--- src/rtl/stage_id.sv ---
// stage_id: RV32I decode stage with register file, immediate generation and load-use hazard detection
module stage_id #(
  parameter int DATA_DBUS_WIDTH = 32,
  parameter int ADDR_IBUS_WIDTH = 32,
  parameter int DATA_IBUS_WIDTH = 32
) (
  input  logic                       i_Clock,
  input  logic                       i_Reset,
  input  logic [DATA_IBUS_WIDTH-1:0] i_Inst,
  input  logic [ADDR_IBUS_WIDTH-1:0] i_PC,
  input  logic                       i_Stall,
  input  logic                       i_Flush,
  input  logic                       i_RegWrEnable,
  input  logic [4:0]                 i_RegWrAddr,
  input  logic [DATA_DBUS_WIDTH-1:0] i_RegWrData,
  output logic                       o_StallReq,
  output logic                       o_Valid,
  output logic [ADDR_IBUS_WIDTH-1:0] o_PC,
  output logic [DATA_DBUS_WIDTH-1:0] o_DataA,
  output logic [DATA_DBUS_WIDTH-1:0] o_DataB,
  output logic [31:0]                o_Imm,
  output logic [4:0]                 o_RegWrAddr,
  output logic                       o_RegWrEnable,
  output logic [3:0]                 o_AluOp,
  output logic                       o_OperandASel,
  output logic                       o_OperandBSel,
  output logic                       o_MemRdEnable,
  output logic                       o_MemWrEnable,
  output logic                       o_IsBranch,
  output logic                       o_IsJump,
  output logic [2:0]                 o_Funct3,
  output logic                       o_IllegalInst
);
  localparam logic [6:0] OP_LUI    = 7'b0110111;
  localparam logic [6:0] OP_AUIPC  = 7'b0010111;
  localparam logic [6:0] OP_JAL    = 7'b1101111;
  localparam logic [6:0] OP_JALR   = 7'b1100111;
  localparam logic [6:0] OP_BRANCH = 7'b1100011;
  localparam logic [6:0] OP_LOAD   = 7'b0000011;
  localparam logic [6:0] OP_STORE  = 7'b0100011;
  localparam logic [6:0] OP_IMM    = 7'b0010011;
  localparam logic [6:0] OP_REG    = 7'b0110011;

  localparam logic [3:0] ALU_ADD   = 4'd0;
  localparam logic [3:0] ALU_SUB   = 4'd1;
  localparam logic [3:0] ALU_SLL   = 4'd2;
  localparam logic [3:0] ALU_SLT   = 4'd3;
  localparam logic [3:0] ALU_SLTU  = 4'd4;
  localparam logic [3:0] ALU_XOR   = 4'd5;
  localparam logic [3:0] ALU_SRL   = 4'd6;
  localparam logic [3:0] ALU_SRA   = 4'd7;
  localparam logic [3:0] ALU_OR    = 4'd8;
  localparam logic [3:0] ALU_AND   = 4'd9;
  localparam logic [3:0] ALU_PASSB = 4'd10;

  localparam int OW = ADDR_IBUS_WIDTH + 2 * DATA_DBUS_WIDTH + 53;

  logic [DATA_DBUS_WIDTH-1:0] rf_q [32];
  logic [6:0]                 opcode;
  logic [4:0]                 rs1;
  logic [4:0]                 rs2;
  logic [2:0]                 funct3;
  logic                       alt;
  logic [DATA_DBUS_WIDTH-1:0] rs1_val;
  logic [DATA_DBUS_WIDTH-1:0] rs2_val;
  logic [31:0]                imm_i;
  logic [31:0]                imm_s;
  logic [31:0]                imm_b;
  logic [31:0]                imm_u;
  logic [31:0]                imm_j;
  logic [3:0]                 alu_f3;
  logic [31:0]                dec_imm;
  logic [3:0]                 dec_alu;
  logic                       dec_asel;
  logic                       dec_bsel;
  logic                       dec_we;
  logic                       dec_mrd;
  logic                       dec_mwr;
  logic                       dec_br;
  logic                       dec_jmp;
  logic                       dec_ill;
  logic                       use_rs1;
  logic                       use_rs2;
  logic                       bubble;
  logic [OW-1:0]              out_d;
  logic [OW-1:0]              out_q;

  assign opcode = i_Inst[6:0];
  assign rs1    = i_Inst[19:15];
  assign rs2    = i_Inst[24:20];
  assign funct3 = i_Inst[14:12];
  assign alt    = i_Inst[30];

  // x0 is hardwired; a same-cycle write-back is forwarded so decode never sees stale data
  assign rs1_val = (rs1 == 5'd0) ? '0 :
                   (i_RegWrEnable && i_RegWrAddr == rs1) ? i_RegWrData : rf_q[rs1];
  assign rs2_val = (rs2 == 5'd0) ? '0 :
                   (i_RegWrEnable && i_RegWrAddr == rs2) ? i_RegWrData : rf_q[rs2];

  assign imm_i = {{20{i_Inst[31]}}, i_Inst[31:20]};
  assign imm_s = {{20{i_Inst[31]}}, i_Inst[31:25], i_Inst[11:7]};
  assign imm_b = {{19{i_Inst[31]}}, i_Inst[31], i_Inst[7], i_Inst[30:25], i_Inst[11:8], 1'b0};
  assign imm_u = {i_Inst[31:12], 12'h000};
  assign imm_j = {{11{i_Inst[31]}}, i_Inst[31], i_Inst[19:12], i_Inst[20], i_Inst[30:21], 1'b0};

  // Register file update; write-back keeps running through stalls and flushes
  always_ff @(posedge i_Clock or negedge i_Reset) begin
    if (!i_Reset) begin
      for (int i = 0; i < 32; i++) rf_q[i] <= '0;
    end else if (i_RegWrEnable && i_RegWrAddr != 5'd0) begin
      rf_q[i_RegWrAddr] <= i_RegWrData;
    end
  end

  // funct3 to ALU op; bit30 means SUB only for register-register ops, SRA for right shifts
  always_comb begin
    case (funct3)
      3'b000:  alu_f3 = (alt && opcode == OP_REG) ? ALU_SUB : ALU_ADD;
      3'b001:  alu_f3 = ALU_SLL;
      3'b010:  alu_f3 = ALU_SLT;
      3'b011:  alu_f3 = ALU_SLTU;
      3'b100:  alu_f3 = ALU_XOR;
      3'b101:  alu_f3 = alt ? ALU_SRA : ALU_SRL;
      3'b110:  alu_f3 = ALU_OR;
      default: alu_f3 = ALU_AND;
    endcase
  end

  // Opcode decode into control fields and source-operand usage
  always_comb begin
    dec_imm  = '0;
    dec_alu  = ALU_ADD;
    dec_asel = 1'b0;
    dec_bsel = 1'b0;
    dec_we   = 1'b0;
    dec_mrd  = 1'b0;
    dec_mwr  = 1'b0;
    dec_br   = 1'b0;
    dec_jmp  = 1'b0;
    dec_ill  = 1'b0;
    use_rs1  = 1'b1;
    use_rs2  = 1'b0;
    case (opcode)
      OP_LUI: begin
        dec_imm  = imm_u;
        dec_alu  = ALU_PASSB;
        dec_bsel = 1'b1;
        dec_we   = 1'b1;
        use_rs1  = 1'b0;
      end
      OP_AUIPC: begin
        dec_imm  = imm_u;
        dec_asel = 1'b1;
        dec_bsel = 1'b1;
        dec_we   = 1'b1;
        use_rs1  = 1'b0;
      end
      OP_JAL: begin
        dec_imm  = imm_j;
        dec_asel = 1'b1;
        dec_jmp  = 1'b1;
        dec_we   = 1'b1;
        use_rs1  = 1'b0;
      end
      OP_JALR: begin
        dec_imm = imm_i;
        dec_jmp = 1'b1;
        dec_we  = 1'b1;
      end
      OP_BRANCH: begin
        dec_imm = imm_b;
        dec_alu = ALU_SUB;
        dec_br  = 1'b1;
        use_rs2 = 1'b1;
      end
      OP_LOAD: begin
        dec_imm  = imm_i;
        dec_bsel = 1'b1;
        dec_mrd  = 1'b1;
        dec_we   = 1'b1;
      end
      OP_STORE: begin
        dec_imm  = imm_s;
        dec_bsel = 1'b1;
        dec_mwr  = 1'b1;
        use_rs2  = 1'b1;
      end
      OP_IMM: begin
        dec_imm  = imm_i;
        dec_alu  = alu_f3;
        dec_bsel = 1'b1;
        dec_we   = 1'b1;
      end
      OP_REG: begin
        dec_alu = alu_f3;
        dec_we  = 1'b1;
        use_rs2 = 1'b1;
      end
      default: dec_ill = 1'b1;
    endcase
  end

  // A load in the output slot whose rd feeds the instruction now being decoded
  assign o_StallReq = ~i_Flush & o_Valid & o_MemRdEnable & (o_RegWrAddr != 5'd0) &
                      ((use_rs1 & (o_RegWrAddr == rs1)) | (use_rs2 & (o_RegWrAddr == rs2)));

  // The all-zero word is the fetch stage's reset value, so it becomes a bubble rather than illegal
  assign bubble = i_Flush | o_StallReq | (i_Inst == '0);

  assign out_d = bubble ? '0 : {1'b1, i_PC, rs1_val, rs2_val, dec_imm, i_Inst[11:7], dec_we,
                                dec_alu, dec_asel, dec_bsel, dec_mrd, dec_mwr, dec_br, dec_jmp,
                                funct3, dec_ill};

  // Output slot toward execute; a stall freezes every field
  always_ff @(posedge i_Clock or negedge i_Reset) begin
    if (!i_Reset) out_q <= '0;
    else if (!i_Stall) out_q <= out_d;
  end

  assign {o_Valid, o_PC, o_DataA, o_DataB, o_Imm, o_RegWrAddr, o_RegWrEnable, o_AluOp,
          o_OperandASel, o_OperandBSel, o_MemRdEnable, o_MemWrEnable, o_IsBranch, o_IsJump,
          o_Funct3, o_IllegalInst} = out_q;
endmodule
--- config.mk ---
export PLATFORM = sky130hd
export DESIGN_NAME = stage_id
export DESIGN_NICKNAME = d
export VERILOG_FILES = /design/src/rtl/stage_id.sv
export SDC_FILE = /design/constraint.sdc
export NUM_CORES = 2
export LEC_CHECK = 0
export BUFFER_PORTS_ARGS = -buffer_cell sky130_fd_sc_hd__buf_2
export CORE_MARGIN = 3
export CORE_UTILIZATION = 54
export DETAILED_ROUTE_END_ITERATION = 10
export GPL_TIMING_DRIVEN = 0
export PLACE_DENSITY = 0.72
export SLEW_MARGIN = 20
export SYNTH_ARGS = -nofsm -noshare
export SYNTH_HDL_FRONTEND = slang
export SYNTH_SLANG_ARGS = --single-unit
export TNS_END_PERCENT = 30
--- constraint.sdc ---
create_clock -name i_Clock -period 2.15 [get_ports i_Clock]
set_input_delay 0.43 -clock i_Clock [delete_from_list [all_inputs] [get_ports i_Clock]]
set_output_delay 0.43 -clock i_Clock [all_outputs]
set_load 0.03 [all_outputs]
## Yosys cells after proc, flatten, opt, wreduce, memory -nomap -nowiden

Cells that the tools add are included.

| word-level totals | value |
|---|---|
| output and inout bits | 150 |
| register bits | 1173 |
| input bits | 106 |
| logic and storage cells | 119 |

| operators by class | value |
|---|---|
| reductions and logical operators | 21 |
| magnitude comparators | 4 |
| eq/ne operators | 19 |
| bitwise logic cells | 13 |
| muxes and demuxes | 29 |

Operators by type and width:

| kind | number |
|---|---|
| bitwise mux 1024 bit | 1 |
| binary-select mux 32 bit (select 5 bit) | 2 |
| 2-to-1 mux 32 bit | 9 |
| demux 32 bit (select 5 bit) | 1 |
| one-hot mux 32 bit (5 select lines) | 1 |
| 2-to-1 mux 149 bit | 1 |
| zero test 32 bit | 1 |
| one-hot mux 4 bit (7 select lines) | 1 |
| == test 7 x 6 -> 1 bit (second input constant) | 3 |
| == test 7 bit (second input constant) | 3 |
| == test 5 bit | 4 |
| greater-or-equal comparator 6 bit (second input constant) | 3 |
| inverter 5 -> 6 bit | 3 |
| == test 7 x 5 -> 1 bit (second input constant) | 2 |
| 2-to-1 mux 1 bit | 12 |
| one-hot mux 4 bit (3 select lines) | 1 |
| zero test 5 bit | 2 |
| nonzero test 5 bit | 2 |
| == test 3 bit (second input constant) | 3 |
| OR reduction 3 bit | 3 |
| OR reduction 9 bit | 1 |
| OR reduction 2 bit | 4 |
| == test 7 x 2 -> 1 bit (second input constant) | 1 |
| OR reduction 7 bit | 1 |
| 9 further kinds | 21 |

## Longest topological paths before layout

| logic depth | value |
|---|---|
| word-level depth | 9 |
| gate-level depth with buffers | 10 |
| depth with buffers taken out | 6 |

## Least setup slack after synthesis

No wires, ideal clock.

| path | value |
|---|---|
| path type | in2reg |
| from | input i_Inst[15] |
| to | register out_q[104] |
| stages on the path | 7 |
| setup slack | -0.358 ns |
| buffers on the path | 2 |
| data required time | 2.024 ns |
| setup time | 0.126 ns |
| arrival time | 2.382 ns |
| path through | buf_2 buf_1 mux4_2 a211oi_1 nand2_1 and3_1 a221o_1 |

| on the way | value |
|---|---|
| cells in the longest elaborated chain, start to end | 7 |
| elaborated cells on any way between the ends | 17 |
| those cells by class | 2 x eq/ne; 6 x mux; 6 x bitwise; 3 x reduce/logical |

RTL lines:

| what | RTL line | source |
|---|---|---|
| start: declaration | 9 | `input logic [DATA_IBUS_WIDTH-1:0] i_Inst,` |
| inverter 5 -> 6 bit (not written as such) / == test 5 bit (equally long branches) | 96, 205 |  |
| binary-select mux 32 bit (select 5 bit) / bitwise AND 1 bit (equally long branches) | 96, 205 |  |
| 2-to-1 mux 32 bit (not written as such) / OR 1 bit (equally long branches) | 96, 205 |  |
| 2-to-1 mux 32 bit (not written as such) / bitwise AND 1 bit (equally long branches) | 96, 204 |  |
| 2-to-1 mux 32 bit / OR 1 bit (equally long branches) | 96, 208 |  |
| 2-to-1 mux 32 bit / OR 1 bit (equally long branches) | 95, 208 |  |
| 2-to-1 mux 149 bit (*) | 210 | `assign out_d = bubble ? '0 : {1'b1, i_PC, rs1_val, rs2_val, dec_imm, i_Inst[11:7], dec_we,` |
| end signal: assignment | 217 | `else if (!i_Stall) out_q <= out_d;` |
| end: declaration | 86 | `logic [OW-1:0] out_q;` |

Every way passes the cells marked *; elsewhere a longest branch is shown, timed or not. The select of a mux whose other input is x is not followed.
A chain may end at the register's enable or synchronous reset.

## Final worst setup path

| path | value |
|---|---|
| from | register out_q[16] |
| to | output o_StallReq |

| on the way | value |
|---|---|
| cells in the longest elaborated chain, start to end | 4 |
| elaborated cells on any way between the ends | 8 |
| those cells by class | 2 x eq/ne; 5 x bitwise; 1 x reduce/logical |

RTL lines:

| what | RTL line | source |
|---|---|---|
| == test 5 bit | 205 | `((use_rs1 & (o_RegWrAddr == rs1)) \| (use_rs2 & (o_RegWrAddr == rs2)));` |
| bitwise AND 1 bit | 205 |  |
| OR 1 bit | 205 |  |
| bitwise AND 1 bit (*) | 204 | `assign o_StallReq = ~i_Flush & o_Valid & o_MemRdEnable & (o_RegWrAddr != 5'd0) &` |
| end: declaration | 16 | `output logic o_StallReq,` |

Every way passes the cells marked *; elsewhere a longest branch is shown, timed or not.

==> impl_metrics.tcl <==
set metrics [dict create \
    cp_data_arrival_time_ns 2.45 \
    grt_remaining_overflow 0 \
    pre_cts_slack_ns -1.89 \
    die_w_microns 338 \
    p_per_area_mw_per_mm2 932 \
    period_share_pct 134 \
    clkSlewWorstSetupHoldPaths_ns 0.06 \
    hold_buffers 58 \
    syn_avg_cell_area_sq_um 14.6 \
    synth_top_area_share_pct 49.4 \
    ys_seq_elements 1173 \
    switching_share_pct 28.2 \
    gp_congestion 0.970 \
    fmax_ghz 0.348 \
    slowest_delay_ns 0.58 \
    crit_fanout 3 \
    crit_slowest_cell "or4_4" \
    num_rows 121 \
    cts.sinks 1173 \
    fin_skew_ns 0.0269 \
    drt_iter0_markers 5616 \
    ys_types 58 \
    cts_root_buffer "clkbuf_16" \
    synthTopCellsByCount "dfrtp_1, mux2_2, mux4_2" \
    worst-path-buf-inv 1 \
    whs_ns -0.212 \
    synth_area_sq_mm 0.0595 \
    path_class "reg2out" \
    grt_antenna_before_repair 8 \
    outcome "complete, but fails checks" \
    internal-power_w 0.0462 \
    remaining_drc_errors 0 \
    worst_hold_path_type "in2async" \
    core-area_sq_mm 0.109 \
    synth_edf_count 0 \
    maxCapViolations 0 \
    cts_buffer_depth 3 \
    rsz0062_at_grt "true" \
    drive_gt1_share_pct 48.3 \
    grt_use_total_pct 38.0 \
    syn_inst 4083 \
    ios 256 \
    min_period_ns 2.88 \
    htreeDepth 4 \
    area_growth_pct 16.3 \
    clk_latency_ns 0.78 \
    fin_util_pct 63.4 \
    post_drt_wl_per_cell_microns 35.6 \
    dp_hpwl_microns 146000 \
    grt_pass1_vias 43600 \
    synth_largest_area_cell "dfrtp_1" \
    crit_family "simple AND/OR/NAND/NOR gates" \
    leakage_nw 30.7 \
    wl_microns 217000 \
    cts_tree "built" \
    slew_viol_final 0 \
    worst_pin_slew_ns 1.25 \
    hold_violations 213 \
    cts_buffers 132 \
    port_buffers 242 \
    cp.required_ns 1.72 \
    synth_area_leaders "dfrtp_1, mux2_2, mux4_2" \
    grt_pass1_wl_microns 308000 \
    nets 4674 \
    die_area_sq_mm 0.114 \
    clkPwrFrac_pct 35.5 \
    syn-num-nets 4189 \
    seqPwrFrac_pct 44.7 \
    synthArstFlopShare_pct 100 \
    crit_path_end_kind "output pin" \
    synth_ff_type "dfrtp_1" \
    peakVddDrop_uv 861 \
    relSlewSlack_pct 16.8 \
    dr.pass1.iters 8 \
    initial_core_util_pct 54.6 \
    vias 43900 \
    ys_seq_area_share_pct 49.4 \
    startpoint_type "register" \
    crit_chain "or4_4, o21ai_4, nor4_4, or2_4, buf_6" \
    failed_checks "negative hold slack, negative setup slack" \
    vias_per_cell 7.21 \
    setup_violations 479 \
    p_comb_share_pct 19.8 \
    setup_ws_ns -0.727 \
    die_y_microns 338 \
    grt_max_degree 137 \
    synthMostInstantiatedCell "dfrtp_1" \
    yosysWarnings 0 \
    ant_nets 0 \
    p_switching_w 0.0182 \
]
## placed cells by master (no fill, tap or decap), types with 32 or more instances in the layout
master,Yosys,routed
buf_2,76,284
nor4_1,40,34
mux4_2,448,448
clkbuf_2,0,112
mux2i_1,127,127
dfrtp_1,1173,1168
buf_6,5,32
clkbuf_16,0,142
clkbuf_8,0,33
mux2_2,994,994
buf_4,3,53
a21oi_1,58,58
nand2_1,125,123
and2_1,36,36
buf_1,66,41
a22o_1,51,51
clkbuf_1,315,204
and3_1,37,37
a221o_1,64,64
o22ai_1,160,160
dlygate4sd3_1,0,55
a22oi_1,68,68
o221ai_1,32,32
## sequential cells by signal, summed over array words and instances (netlist names)
signal  cells
rf_q     1024
out_q     149
## stage by stage
stage / area, sq um / std cells / power [W] / setup TNS, ns
3_5_place_dp: 63000 / 5749 / 0.0412 / -1037.66
4_1_cts: 68800 / 6061 / 0.0639 / -31.47
5_1_grt: 69100 / 6078 / 0.0664 / -88.25
2_1_floorplan: 59700 / 4083 / 0.0370 / -14.00
6_report: 69200 / 6089 / 0.0644 / -84.72
3_3_place_gp: 62700 / 5739 / 0.0406 / -
## power groups by stage
stage	Combinational [W]	Sequential (W)	Clock [W]
2_1_floorplan	0.00851	0.0285	0
3_3_place_gp	0.0118	0.0288	0
3_5_place_dp	0.0122	0.0290	0
4_1_cts	0.0125	0.0286	0.0228
5_1_grt	0.0134	0.0292	0.0238
6_report	0.0128	0.0288	0.0229
## worst reg2reg max path, delay by kind of cell, from the launching register on
family                 cells  cell delay [ns]
AO/OA/AOI/OAI              2             0.38
buffers and inverters      6             0.75
flip-flops                 1             0.41
AND/OR/NAND/NOR            4             1.11
## routing by layer
layer  global-route usage, %  vias to the layer above  routed length (microns)
met2                    55.7                     3380                    95300
met1                    49.2                    22900                    79300
met5                    1.40                        -                      132
met4                    20.3                        6                    13000
li1                        -                    16800                        -
met3                    14.3                      785                    29100
## kinds of logic (layout without fill, tap and decap cells)
| logic type | Yosys count | in the layout | synth area share, % |
|---|---|---|---|
| xor+xnor | 20 | 20 | 0.295 |
| mux | 1569 | 1569 | 37.9 |
| compound gates | 518 | 518 | 6.28 |
| simple gates | 336 | 336 | 2.96 |
| flops | 1173 | 1173 | 49.4 |
| other cells | 0 | 11 | 0 |
| buf+inv | 467 | 1048 | 3.19 |
## final cells by class
type / instances / area [sq um]
flip-flops and latches: 1173 / 29400
multi-input cells: 2443 / 28500
fillers: 7978 / 39900
clock inverters: 38 / 385
diodes: 11 / 27.5
plain buffers: 458 / 2400
well taps: 1414 / 1770
repair buffers: 358 / 2780
inverters: 2 / 7.51
clock buffers: 192 / 3950
## final timing paths
| path | startpoint | to | slack, ns | cells past startpoint |
|---|---|---|---|---|
| worst max-delay path | out_q[16] | o_StallReq | -0.73 | 5 |
| worst min-delay path | i_Reset | out_q[144] | -0.21 | 3 |
| worst max register to register | out_q[148] | out_q[110] | -0.61 | 12 |
| worst min register to register | rf_q[1009] | rf_q[1009] | 0.48 | 1 |
| max in group asynchronous | i_Reset | rf_q[211] | 0.29 | 6 |
| min in group i_Clock | i_RegWrData[29] | out_q[113] | 0.02 | 2 |
## repair_timing
action	in CTS	in global routing
setup buffers	25	18
endpoints found under the setup margin	682	721
hold endpoints to repair	268	213
pin swaps	29	48
gates resized for setup	208	83
cloned	3	8
No activity file was read; power rests on OpenSTA's default activity.
